===== src/rtl/latex_uart_streamer_if.sv =====
// ---------------------------------------------------------------------------
// latex_uart_streamer_if
// Bundles the control, lookup-fetch and UART signals of latex_uart_streamer.
//   start     : single-cycle request to stream one line
//   line_id   : line to stream, sampled with start
//   line_sel  : latched line_id, driven to the lookup stage
//   char_idx  : character index requested from the lookup stage
//   sel_rhs   : 0 = LHS string, 1 = RHS string
//   char_data : character from the lookup stage, valid 1 cycle after char_idx
//   tx        : UART line, idle high
//   busy      : high while a line is being streamed
//   done      : one-cycle pulse when the final LF stop bit completes
// master = requester / lookup side, slave = streamer.
// ---------------------------------------------------------------------------
interface latex_uart_streamer_if;
    logic       start;
    logic [5:0] line_id;
    logic [5:0] line_sel;
    logic [5:0] char_idx;
    logic       sel_rhs;
    logic [7:0] char_data;
    logic       tx;
    logic       busy;
    logic       done;

    modport master (
        output start, line_id, char_data,
        input  line_sel, char_idx, sel_rhs, tx, busy, done
    );

    modport slave (
        input  start, line_id, char_data,
        output line_sel, char_idx, sel_rhs, tx, busy, done
    );
endinterface


===== src/rtl/latex_uart_streamer.sv =====
// ---------------------------------------------------------------------------
// latex_uart_streamer
// Walks the packed-ASCII LaTeX strings of one line (LHS, then RHS) from the
// lookup stage and sends "<lhs> = <rhs>\r\n" as 8N1 UART on bus.tx.
// Ports:
//   clk  : system clock
//   rst  : asynchronous active-high reset
//   bus  : latex_uart_streamer_if.slave (start/line_id in, lookup fetch
//          line_sel/char_idx/sel_rhs out, char_data in, tx/busy/done out)
// Parameters:
//   CLKS_PER_BIT : clock cycles per UART bit (>= 2)
//   MAX_IDX      : highest character index fetched per side
// Every byte costs ADDR (1) + CAPTURE (1) + FRAME (10*CLKS_PER_BIT) cycles.
// ---------------------------------------------------------------------------
module latex_uart_streamer #(
    parameter int unsigned CLKS_PER_BIT = 87,
    parameter int unsigned MAX_IDX      = 63
) (
    input logic                  clk,
    input logic                  rst,
    latex_uart_streamer_if.slave bus
);

    localparam int unsigned CW = (CLKS_PER_BIT > 2) ? $clog2(CLKS_PER_BIT) : 1;

    typedef enum logic [2:0] {
        S_IDLE,
        S_ADDR,
        S_CAPTURE,
        S_FRAME,
        S_DONE
    } state_t;

    typedef enum logic [1:0] {
        P_LHS,
        P_SEP,
        P_RHS,
        P_EOL
    } phase_t;

    state_t        r_state;
    phase_t        r_phase;
    logic [5:0]    r_line_sel;
    logic [5:0]    r_char_idx;
    logic          r_sel_rhs;
    logic          r_tx;
    logic          r_busy;
    logic          r_done;
    logic [1:0]    r_const_idx;
    logic [8:0]    r_shift;     // {stop, data[7:0]} still to be sent
    logic [3:0]    r_bit_cnt;   // 0 = start, 1..8 = data, 9 = stop
    logic [CW-1:0] r_clk_cnt;

    logic [7:0]    w_const_byte;
    logic          w_is_text;
    logic          w_last_const;
    logic          w_at_max;
    logic          w_bit_end;

    always_comb begin
        w_const_byte = 8'h20;
        case (r_phase)
            P_SEP:   w_const_byte = (r_const_idx == 2'd1) ? 8'h3D : 8'h20;
            P_EOL:   w_const_byte = (r_const_idx == 2'd0) ? 8'h0D : 8'h0A;
            default: w_const_byte = 8'h20;
        endcase
    end

    assign w_is_text    = (r_phase == P_LHS) || (r_phase == P_RHS);
    assign w_last_const = (r_phase == P_SEP) ? (r_const_idx == 2'd2)
                                             : (r_const_idx == 2'd1);
    assign w_at_max     = (r_char_idx == 6'(MAX_IDX));
    assign w_bit_end    = (r_clk_cnt == CW'(CLKS_PER_BIT - 1));

    always_ff @(posedge clk or posedge rst) begin
        if (rst) begin
            r_state     <= S_IDLE;
            r_phase     <= P_LHS;
            r_line_sel  <= '0;
            r_char_idx  <= '0;
            r_sel_rhs   <= 1'b0;
            r_tx        <= 1'b1;
            r_busy      <= 1'b0;
            r_done      <= 1'b0;
            r_const_idx <= '0;
            r_shift     <= '1;
            r_bit_cnt   <= '0;
            r_clk_cnt   <= '0;
        end else begin
            case (r_state)
                S_IDLE: begin
                    if (bus.start) begin
                        r_line_sel  <= bus.line_id;
                        r_char_idx  <= '0;
                        r_sel_rhs   <= 1'b0;
                        r_phase     <= P_LHS;
                        r_const_idx <= '0;
                        r_busy      <= 1'b1;
                        r_state     <= S_ADDR;
                    end
                end

                S_ADDR: begin
                    r_state <= S_CAPTURE;
                end

                S_CAPTURE: begin
                    if (w_is_text && (bus.char_data == 8'h00)) begin
                        // Terminator: no frame, move on to the next phase.
                        r_phase     <= (r_phase == P_LHS) ? P_SEP : P_EOL;
                        r_const_idx <= '0;
                        r_state     <= S_ADDR;
                    end else begin
                        r_tx      <= 1'b0;
                        r_shift   <= {1'b1, (w_is_text ? bus.char_data : w_const_byte)};
                        r_bit_cnt <= '0;
                        r_clk_cnt <= '0;
                        r_state   <= S_FRAME;
                    end
                end

                S_FRAME: begin
                    if (w_bit_end) begin
                        r_clk_cnt <= '0;
                        if (r_bit_cnt == 4'd9) begin
                            r_tx    <= 1'b1;
                            r_state <= S_ADDR;
                            case (r_phase)
                                P_LHS, P_RHS: begin
                                    // A full-length side ends without a terminator fetch.
                                    if (w_at_max) begin
                                        r_phase     <= (r_phase == P_LHS) ? P_SEP : P_EOL;
                                        r_const_idx <= '0;
                                    end else begin
                                        r_char_idx <= r_char_idx + 6'd1;
                                    end
                                end
                                P_SEP: begin
                                    if (w_last_const) begin
                                        r_phase    <= P_RHS;
                                        r_sel_rhs  <= 1'b1;
                                        r_char_idx <= '0;
                                    end else begin
                                        r_const_idx <= r_const_idx + 2'd1;
                                    end
                                end
                                default: begin
                                    if (w_last_const) begin
                                        r_state <= S_DONE;
                                        r_done  <= 1'b1;
                                        r_busy  <= 1'b0;
                                    end else begin
                                        r_const_idx <= r_const_idx + 2'd1;
                                    end
                                end
                            endcase
                        end else begin
                            r_bit_cnt <= r_bit_cnt + 4'd1;
                            r_tx      <= r_shift[0];
                            r_shift   <= {1'b0, r_shift[8:1]};
                        end
                    end else begin
                        r_clk_cnt <= r_clk_cnt + 1'b1;
                    end
                end

                S_DONE: begin
                    r_done  <= 1'b0;
                    r_state <= S_IDLE;
                end

                default: begin
                    r_state <= S_IDLE;
                end
            endcase
        end
    end

    assign bus.line_sel = r_line_sel;
    assign bus.char_idx = r_char_idx;
    assign bus.sel_rhs  = r_sel_rhs;
    assign bus.tx       = r_tx;
    assign bus.busy     = r_busy;
    assign bus.done     = r_done;

endmodule


===== src/flat_wrapper.sv =====
// flat-port wrapper written by rule: the top's interface ports become plain ports
module latex_uart_streamer_flat 
#(
    parameter int unsigned CLKS_PER_BIT = 87,
    parameter int unsigned MAX_IDX      = 63
)
  (clk, rst, bus_start, bus_line_id, bus_char_data, bus_line_sel, bus_char_idx, bus_sel_rhs, bus_tx, bus_busy, bus_done);
  latex_uart_streamer_if bus_i ();
  input logic clk;
  input logic rst;
  input wire logic [$bits(bus_i.start)-1:0] bus_start;
  input wire logic [$bits(bus_i.line_id)-1:0] bus_line_id;
  input wire logic [$bits(bus_i.char_data)-1:0] bus_char_data;
  output wire logic [$bits(bus_i.line_sel)-1:0] bus_line_sel;
  output wire logic [$bits(bus_i.char_idx)-1:0] bus_char_idx;
  output wire logic [$bits(bus_i.sel_rhs)-1:0] bus_sel_rhs;
  output wire logic [$bits(bus_i.tx)-1:0] bus_tx;
  output wire logic [$bits(bus_i.busy)-1:0] bus_busy;
  output wire logic [$bits(bus_i.done)-1:0] bus_done;
  assign bus_i.start = bus_start;
  assign bus_i.line_id = bus_line_id;
  assign bus_i.char_data = bus_char_data;
  assign bus_line_sel = bus_i.line_sel;
  assign bus_char_idx = bus_i.char_idx;
  assign bus_sel_rhs = bus_i.sel_rhs;
  assign bus_tx = bus_i.tx;
  assign bus_busy = bus_i.busy;
  assign bus_done = bus_i.done;
  latex_uart_streamer #(.CLKS_PER_BIT(CLKS_PER_BIT), .MAX_IDX(MAX_IDX)) u_core (.clk(clk), .rst(rst), .bus(bus_i));
endmodule

===== config.mk =====
export PLATFORM = sky130hd
export DESIGN_NAME = latex_uart_streamer_flat
export DESIGN_NICKNAME = d
export VERILOG_FILES = /design/src/rtl/latex_uart_streamer_if.sv /design/src/rtl/latex_uart_streamer.sv /design/src/flat_wrapper.sv
export SDC_FILE = /design/constraint.sdc
export NUM_CORES = 1
export LEC_CHECK = 0
export ABC_AREA = 1
export ABC_CLOCK_PERIOD_IN_PS = 1800
export CAP_MARGIN = 20
export CORE_MARGIN = 1.5
export CORE_UTILIZATION = 55
export CTS_CLUSTER_SIZE = 25
export DETAILED_ROUTE_END_ITERATION = 16
export PLACE_DENSITY_LB_ADDON = 0.1
export SLEW_MARGIN = 20
export SYNTH_ARGS = -nofsm -noshare
export SYNTH_HDL_FRONTEND = slang
export SYNTH_SLANG_ARGS = --single-unit

===== constraint.sdc =====
create_clock -name clk -period 1.8 [get_ports clk]
set_input_delay 0.27 -clock clk [delete_from_list [all_inputs] [get_ports clk]]
set_output_delay 0.27 -clock clk [all_outputs]
set_load 0.01 [all_outputs]

==> flow_summary.json, run 1 <==
{
  "clk_latency_ps": 290,
  "cp_max_fo": 2,
  "vias": 2231,
  "cap_violations": 0,
  "synth_seq_cells": 43,
  "reg2reg_from": "u_core.r_bit_cnt[0]",
  "combPwrFrac": 0.054,
  "final_cell_mix": "123 x nand2_1, 32 x clkdlybuf4s50_1, 32 x dfrtp_1, 28 x inv_1, 26 x nor2_1",
  "clk_root_buffer_cell": "clkbuf_8",
  "drc": 0,
  "min_period_ps": 1630,
  "grt_pass1_wl_mm": 9.404,
  "r2r_setup_slack_ps": 180,
  "avgSynthCellArea_um2": 7.571,
  "drv_slew": 0,
  "synth_edf_count": 0,
  "firstDrtPassIters": 4,
  "routedWlPerCell_um": 12.38,
  "cp-start-kind": "flop",
  "critical_path_class": "reg2out",
  "clock_skew_ps": 4.259,
  "tightest_slew_ps": 368.1,
  "critPathMaxStageDelay_ps": 540,
  "cp_top_family": "flip-flops",
  "cts.sinks": 43,
  "synth.distinct_cells": 38,
  "grt.total_usage": 0.2322,
  "p_leak_nw": 1.486,
  "cp_slowest_cell": "dfstp_2",
  "maxSlewHeadroom": 0.7545,
  "cp-startpoint": "u_core.bus.tx",
  "start_util": 0.5751,
  "ant_nets": 0,
  "synth_top_cell_by_area": "dfrtp_1",
  "portBuffers": 32,
  "die_height_um": 70.71,
  "setup_viol_count_final": 0,
  "p_int_mw": 1.333,
  "post-dp-hpwl_mm": 3.914,
  "via_per_inst": 5.237,
  "syn_nets": 358,
  "layout-area-overhead-vs-synth_pct": 20.20,
  "p_clk_frac": 0.368,
  "final_nets": 398,
  "async_reset_ff_frac": 1.000,
  "final_layout_size_suffix_gt1_frac": 0.1337,
  "rr_worst_depth": 9,
  "clock_path_buffers": 2,
  "ys_seq_area_frac": 0.4318,
  "clk_pin_slew_ps": 80,
  "seqPwrFrac": 0.578,
  "ir_worst_vdd_mv": 0.3049,
  "tns_ps": 0,
  "p_switching_uw": 356.2,
  "cts_made_buffers": 5,
  "crit_buf_inv": 1,
  "hold_buffers": 0,
  "p_per_area_nw_per_um2": 557.4,
  "diodes": 0,
  "swShare": 0.2109,
  "required_ps": 1530,
  "worstReg2RegEnd": "u_core.bus.char_idx[2]",
  "finalPower_mw": 1.689,
  "grt_start_max_net_pins": 44,
  "cts_tree": "done",
  "syn-cell-area_um2": 2521,
  "routed_wl_mm": 5.274,
  "min_path_type": "in2async",
  "yosysWarnings": 0,
  "arrival_ps": 1360,
  "die_area_um2": 4999,
  "endpoint_kind": "output port",
  "globalRoute.totalOverflow": 0,
  "status": "complete, no violations",
  "mostFrequentLayoutCell": "nand2_1",
  "gp_congestion": 0.9415,
  "finalHoldViolCount": 0,
  "num_rows": 24,
  "post-synth-top-area-fraction": 0.3275,
  "die_w_um": 70.71,
  "path_cells": "clkdlybuf4s50_1",
  "core_um2": 4384,
  "yosys_most_used_dff": "dfrtp_1",
  "antenna_found_initial": 0,
  "fin_crit_sh": 0.9055,
  "rsz0062_at_grt": "no",
  "cts_max_level": 2,
  "ioPinCount": 33,
  "drtIter0Drc": 111,
  "synthTopCellsByArea": "dfrtp_1 33%, nand2_1 18%, dfstp_2 10%",
  "fmax_ghz": 0.6136,
  "synth_cells": 333,
  "grt_pass1_vias": 2118
}
## timing repair
action                                  CTS  global route
buffers inserted                          0             1
gates resized for setup                   0             4
endpoints found under the setup margin    0            16
## flip-flops by register name, indices dropped and copies added, names as in the netlist, 2 cells and up
register	count
u_core.r_shift	9
u_core.r_clk_cnt	7
u_core.bus.char_idx	6
u_core.bus.line_sel	6
u_core.r_bit_cnt	4
u_core.r_state	3
u_core.r_const_idx	2
u_core.r_phase	2
## how the worst max path moves through the flow
stage,endpoint,cells after the start
floorplan,u_core.r_bit_cnt[3],9
global placement,u_core.r_shift[3],9
detailed placement,u_core.r_bit_cnt[1],8
CTS,u_core.r_shift[0],10
global route,u_core.r_phase[0],8
finish,bus_tx,1
## layout make-up
type	instances	area, um2
fill	379	1354
multi-input combinational	252	1280
sequential	43	1090
timing repair buffer	39	385.4
inverter	32	120.1
clock buffer	7	86.33
tap	52	65.06
clock inverter	1	3.754
## kinds of logic (layout without fill, tap and decap cells)
logic type	count (synthesis)	in the layout	synth area share
flip-flops	43	43	0.4318
XOR/XNOR	5	5	0.01737
AO/OA/AOI/OAI	40	40	0.08884
AND/OR/NAND/NOR	199	199	0.3578
buffers and inverters	38	79	0.06451
adder cells (fa/ha/maj)	8	8	0.03970
## metrics by stage
stage | area, um2 | hold slack [ps] | std cells | worst slack (ps) | utilization
floorplan | 2521 | 386.7 | 333 | 340.1 | -
global placement | 2922 | 449.5 | 417 | 74.56 | 0.6664
detailed placement | 2922 | 455.7 | 417 | 46.41 | 0.6664
CTS | 3012 | 336.4 | 425 | 79.92 | 0.6869
global route | 3030 | 355.5 | 426 | 18.43 | 0.6912
finish | 3030 | 330.7 | 426 | 170.2 | 0.6912
## power by group through the flow
stage                     clock, mW  combinational, mW  sequential (mW)
after floorplan                   0             0.0254            0.998
after global placement            0             0.0927            0.995
after detailed placement          0             0.0938            0.995
after CTS                     0.641             0.0938            0.977
after global routing          0.678              0.102            0.978
final                         0.621             0.0914            0.977
## Yosys cell counts (4+ instances only)
cell	instances
xor2_1	4
o21ai_0	21
dfrtp_1	33
nor2_1	28
nand3_1	20
nand2_1	123
inv_1	28
ha_1	8
nor2_4	4
buf_2	4
nor2_2	5
a21oi_1	9
dfstp_2	10
## layer usage
layer | GRT usage | up-vias | share of wire
met5 | 0 | - | 0
met4 | 0.07338 | 0 | 0.012
met3 | 0.04843 | 6 | 0.032
met2 | 0.3842 | 38 | 0.48
met1 | 0.3077 | 1046 | 0.47
li1 | - | 1141 | -
(Power assumes the default switching activity.)
==> run 2: changes to the inputs <==
- PLACE_DENSITY: not set -> 0.8
- PLACE_DENSITY_LB_ADDON: 0.1 -> not set
==> run 2 against run 1 <==
Core utilization increased by 1.3 points. Global-route usage up 0.40 points. Fmax down 2.8%. Die area did not move. Flip-flop and latch count unchanged. Setup slack got worse by 47 ps. Count of clock-buffer cells in the layout fell by 1. Combinational power is 0.4% higher. Sequential share of layout area shrank 0.71 points. Register-to-register slack got worse by 60 ps.
==> flow_summary.json, run 2 (synthesized netlist as in run 1, its figures left out) <==
{
  "status": "complete, no violations",
  "p_leak_nw": 1.521,
  "core_um2": 4384,
  "cts.sinks": 43,
  "grt_pass1_wl_mm": 9.542,
  "cap_violations": 0,
  "nFillCells": 336,
  "clk_root_buffer_cell": "clkbuf_8",
  "routed_wl_mm": 5.448,
  "portBuffers": 32,
  "ant_nets": 0,
  "cp_max_fo": 7,
  "drc": 0,
  "endpoint_kind": "flop",
  "arrival_ps": 1860,
  "final_nets": 400,
  "p_per_area_nw_per_um2": 637.3,
  "post-dp-hpwl_mm": 3.898,
  "min_path_type": "in2async",
  "vias": 2264,
  "ioPinCount": 33,
  "clock_skew_ps": 14.38,
  "ir_worst_vdd_mv": 0.4236,
  "via_per_inst": 5.290,
  "grt_pass1_vias": 2195,
  "largest_reg_flops": 9,
  "top_regs": "u_core.r_shift: 9 flops, u_core.r_clk_cnt: 7 flops",
  "fin_crit_sh": 0.9314,
  "drtIter0Drc": 160,
  "required_ps": 1990,
  "firstDrtPassIters": 4,
  "critical_path_class": "reg2reg",
  "die_w_um": 70.71,
  "routedWlPerCell_um": 12.73,
  "cp-start-kind": "flop",
  "clk_latency_ps": 300,
  "setup_viol_count_final": 0,
  "globalRoute.totalOverflow": 0,
  "tns_ps": 0,
  "tightest_slew_ps": 353.4,
  "gp_congestion": 0.8636,
  "largest_register": "u_core.r_shift",
  "drv_slew": 0,
  "start_util": 0.5751,
  "finish.utilization": 0.7043,
  "mostFrequentLayoutCell": "nand2_1",
  "cts_tree": "done",
  "final_cell_mix": "123 x nand2_1, 33 x dfrtp_1, 32 x clkdlybuf4s50_1, 28 x inv_1, 27 x nor2_1",
  "clock_path_buffers": 2,
  "layout-area-overhead-vs-synth_pct": 22.48,
  "diodes": 0,
  "final_layout_size_suffix_gt1_frac": 0.1383,
  "finalHoldViolCount": 0,
  "die_height_um": 70.71,
  "grt_start_max_net_pins": 44,
  "cts_made_buffers": 5,
  "clk_pin_slew_ps": 90,
  "die_area_um2": 4999,
  "maxSlewHeadroom": 0.7644,
  "grt.total_usage": 0.2362,
  "rsz0062_at_grt": "no",
  "cts_max_level": 2,
  "fmax_ghz": 0.5965,
  "min_period_ps": 1677,
  "antenna_found_initial": 0,
  "num_rows": 24
}
[run 2: worst paths after layout]
| kind | start | endpoint | slack [ps] | cells past startpoint |
|---|---|---|---|---|
| min in group clk | u_core.r_shift[1] | u_core.r_shift[1] | 460 | 2 |
| max in group asynchronous | rst | u_core.r_shift[4] | 1200 | 3 |
| setup reg to reg | u_core.r_bit_cnt[0] | u_core.bus.char_idx[4] | 120 | 9 |
| setup / recovery | u_core.r_bit_cnt[0] | u_core.bus.char_idx[4] | 120 | 9 |
| hold / removal | rst | u_core.r_clk_cnt[5] | 320 | 3 |
| hold reg to reg | u_core.r_shift[1] | u_core.r_shift[1] | 460 | 2 |
[run 2: power breakdown]
part | internal [mW] | total (mW) | leakage (nW) | switching [mW]
sequential | 0.973 | 0.977 | 0.517 | 0.00342
combinational | 0.0523 | 0.0918 | 0.938 | 0.0395
clock | 0.555 | 0.899 | 0.0654 | 0.344
total | 1.58 | 1.97 | 1.52 | 0.387
[run 2: metal layers]
| layer | wire, um | GRT usage | share of wire | up-vias |
|---|---|---|---|---|
| met5 | 0 | 0 | 0 | - |
| met4 | 63 | 0.07338 | 0.012 | 0 |
| met3 | 214 | 0.04558 | 0.039 | 7 |
| met2 | 2665 | 0.4019 | 0.49 | 49 |
| met1 | 2504 | 0.3063 | 0.46 | 1070 |
| li1 | - | - | - | 1138 |
[run 2: repair_timing]
action / in CTS / in global routing
resized for setup: 0 / 3
setup endpoints to repair: 0 / 15
hold buffers: 0 / 0
setup buffers: 0 / 2
[run 2: through the flow]
step                      power (mW)  worst slack [ps]  hold WS (ps)  area, um2  instances
after global routing           2.021             10.22         380.2       3088        428
after floorplan                1.024             340.1         386.7       2521        333
final                          1.968             123.4         318.4       3088        428
after global placement         1.088             34.22         449.4       2929        418
after detailed placement       1.088             32.90         456.2       2929        418
after CTS                      1.986             17.99         329.5       3062        426
[run 2: worst max-delay path: stages, from the launching register on]
cell     delay [ps]
dfrtp_1         450
ha_1            230
nand2_1         110
nor2_1           70
nand2_2         100
inv_2            60
o21ai_2         300
nor2_4          100
nand2_1          80
nand2_1          50
[run 2: layout make-up]
type	count	area [um2]	area share
multi-input combinational	252	1281	0.4149
sequential	43	1089	0.3525
timing repair buffer	41	400.4	0.1297
inverter	32	120.1	0.03890
clock buffer	6	72.57	0.02350
tap	52	65.06	0.02107
clock inverter	2	60.06	0.01945
==> run 3: changes to the inputs <==
- RECOVER_POWER: not set -> 100
==> run 3 against run 2 <==
Die area unchanged. Flip-flop and latch count unchanged. Setup slack worse by 9.7 ps. Core utilization down 0.71 points. Hold slack better by 150 ps. Wire length down 0.48%. Count of clock-buffer cells in the layout unchanged. Critical path depth down 8. Critical endpoint is now bus_tx.
==> flow_summary.json, run 3 (synthesized netlist as in run 1, its figures left out) <==
{
  "grt_pass1_wl_mm": 9.542,
  "tightest_slew_ps": 1023,
  "p_leak_nw": 1.557,
  "critPathMaxStageDelay_ps": 600,
  "die_w_um": 70.71,
  "cp_num_cells": 1,
  "final_area_um2": 3057,
  "ioPinCount": 33,
  "cp_max_fo": 2,
  "grt_start_max_net_pins": 44,
  "start_util": 0.5751,
  "cp-startpoint": "u_core.bus.tx",
  "antenna_found_initial": 0,
  "crit_buf_inv": 1,
  "required_ps": 1530,
  "final_layout_size_suffix_gt1_frac": 0.1250,
  "clock_skew_ps": 15.05,
  "final_cell_mix": "124 x nand2_1, 33 x dfrtp_1, 29 x inv_1, 28 x nor2_1, 21 x o21ai_0",
  "cp_slowest_cell": "dlygate4sd3_1",
  "grtUsageMet2": 0.4019,
  "vias": 2258,
  "grt_pass1_vias": 2195,
  "via_per_inst": 5.276,
  "critical_path_class": "reg2out",
  "gp_congestion": 0.8636,
  "tns_ps": 0,
  "p_int_mw": 1.574,
  "p_switching_uw": 388.0,
  "drc": 0,
  "post-dp-hpwl_mm": 3.898,
  "finalWorstSetupSlack_ps": 113.7,
  "largest_reg_flops": 9,
  "swShare": 0.1978,
  "cp_top_family": "buffers and inverters",
  "seqPwrFrac": 0.498,
  "min_path_type": "reg2reg",
  "cap_violations": 0,
  "worstReg2RegEnd": "u_core.bus.char_idx[4]",
  "grt_busiest_layer": "met2",
  "rsz0062_at_grt": "no",
  "arrival_ps": 1420,
  "clk_pin_slew_ps": 80,
  "endpoint_kind": "output port",
  "drtIter0Drc": 129,
  "cts_made_buffers": 5,
  "final_nets": 400,
  "largest_register": "u_core.r_shift",
  "globalRouteMet3Util": 0.04558,
  "cts_max_level": 2,
  "die_area_um2": 4999,
  "met1_usage": 0.3063,
  "status": "complete, no violations",
  "ir_worst_vdd_mv": 0.4237,
  "rr_worst_depth": 9,
  "fmax_ghz": 0.5930,
  "clk_latency_ps": 310,
  "p_per_area_nw_per_um2": 641.7,
  "cts_tree": "done",
  "place_ws_ps": 32.90,
  "path_cells": "dlygate4sd3_1",
  "critPathCapture": "bus_tx",
  "p_clk_frac": 0.459,
  "place_area_um2": 2929,
  "maxSlewHeadroom": 0.3177,
  "reg2reg_from": "u_core.r_bit_cnt[0]",
  "hold_depth": 2,
  "drv_slew": 0,
  "finish.utilization": 0.6972,
  "diodes": 0,
  "firstDrtPassIters": 4,
  "cp-start-kind": "flop",
  "grt.total_usage": 0.2362,
  "clk_root_buffer_cell": "clkbuf_8",
  "min_period_ps": 1686,
  "nFillCells": 343,
  "fin_crit_sh": 0.9368,
  "setup_viol_count_final": 0,
  "routedWlPerCell_um": 12.67,
  "clock_path_buffers": 2,
  "portBuffers": 32,
  "mostFrequentLayoutCell": "nand2_1",
  "finalHoldViolCount": 0,
  "top_regs": "u_core.r_shift: 9 flops, u_core.r_clk_cnt: 7 flops",
  "r2r_setup_slack_ps": 140,
  "core_um2": 4384,
  "globalRoute.totalOverflow": 0,
  "routed_wl_mm": 5.422,
  "die_height_um": 70.71,
  "num_rows": 24,
  "combPwrFrac": 0.043,
  "cts.sinks": 43,
  "ant_nets": 0,
  "hold_buffers": 0,
  "layout-area-overhead-vs-synth_pct": 21.24
}
==> run 3: cell count changes in the layout (fill, tap and decap cells not counted), sizes merged <==
cell           change
clkbuf             +2
dlygate4sd3       +17
clkdlybuf4s50     -17
buf                -2
==> run 3: worst min-delay path by stage <==
stage	startpoint	end	slack (ps)
6_report	u_core.r_shift[1]	u_core.r_shift[1]	460
5_1_grt	u_core.r_shift[4]	u_core.r_shift[4]	490
4_1_cts	rst	u_core.r_clk_cnt[5]	330
3_5_place_dp	u_core.r_shift[4]	u_core.r_shift[4]	460
3_3_place_gp	u_core.r_shift[2]	u_core.r_shift[2]	450
2_1_floorplan	bus_line_id[0]	u_core.bus.line_sel[0]	390
==> run 3: power groups by stage <==
stage	logic (mW)	clock network [mW]	registers, mW
5_1_grt	0.0941	0.942	0.977
4_1_cts	0.0941	0.915	0.977
6_report	0.0841	0.901	0.976
2_1_floorplan	0.0254	0	0.998
3_3_place_gp	0.0929	0	0.995
3_5_place_dp	0.0936	0	0.995
==> run 3: metrics by stage <==
stage          power [mW]  hold slack, ps  cells
2_1_floorplan       1.024           386.7    333
3_3_place_gp        1.088           449.4    418
3_5_place_dp        1.088           456.2    418
4_1_cts             1.986           329.5    426
5_1_grt             2.013           492.4    428
6_report            1.962           463.6    428
==> run 3: cell type report <==
| cell class | instances | area [um2] | area share |
|---|---|---|---|
| multi-input combinational | 252 | 1267 | 0.4147 |
| sequential | 43 | 1089 | 0.3561 |
| timing repair buffer | 41 | 382.9 | 0.1253 |
| inverter | 32 | 120.1 | 0.03930 |
| clock buffer | 6 | 72.57 | 0.02374 |
| tap | 52 | 65.06 | 0.02129 |
| clock inverter | 2 | 60.06 | 0.01965 |
==> run 3: timing repair <==
| action | in CTS | in global routing |
|---|---|---|
| gates resized for setup | 0 | 3 |
| setup buffers | 0 | 2 |
| setup endpoints to repair | 0 | 15 |
==> run 3: per-layer routing <==
metal,part of all wire,wire (um),up-vias
li1,-,-,1139
met1,0.45,2462,1049
met2,0.49,2650,63
met3,0.045,245,7
met4,0.012,63,0
met5,0,0,-
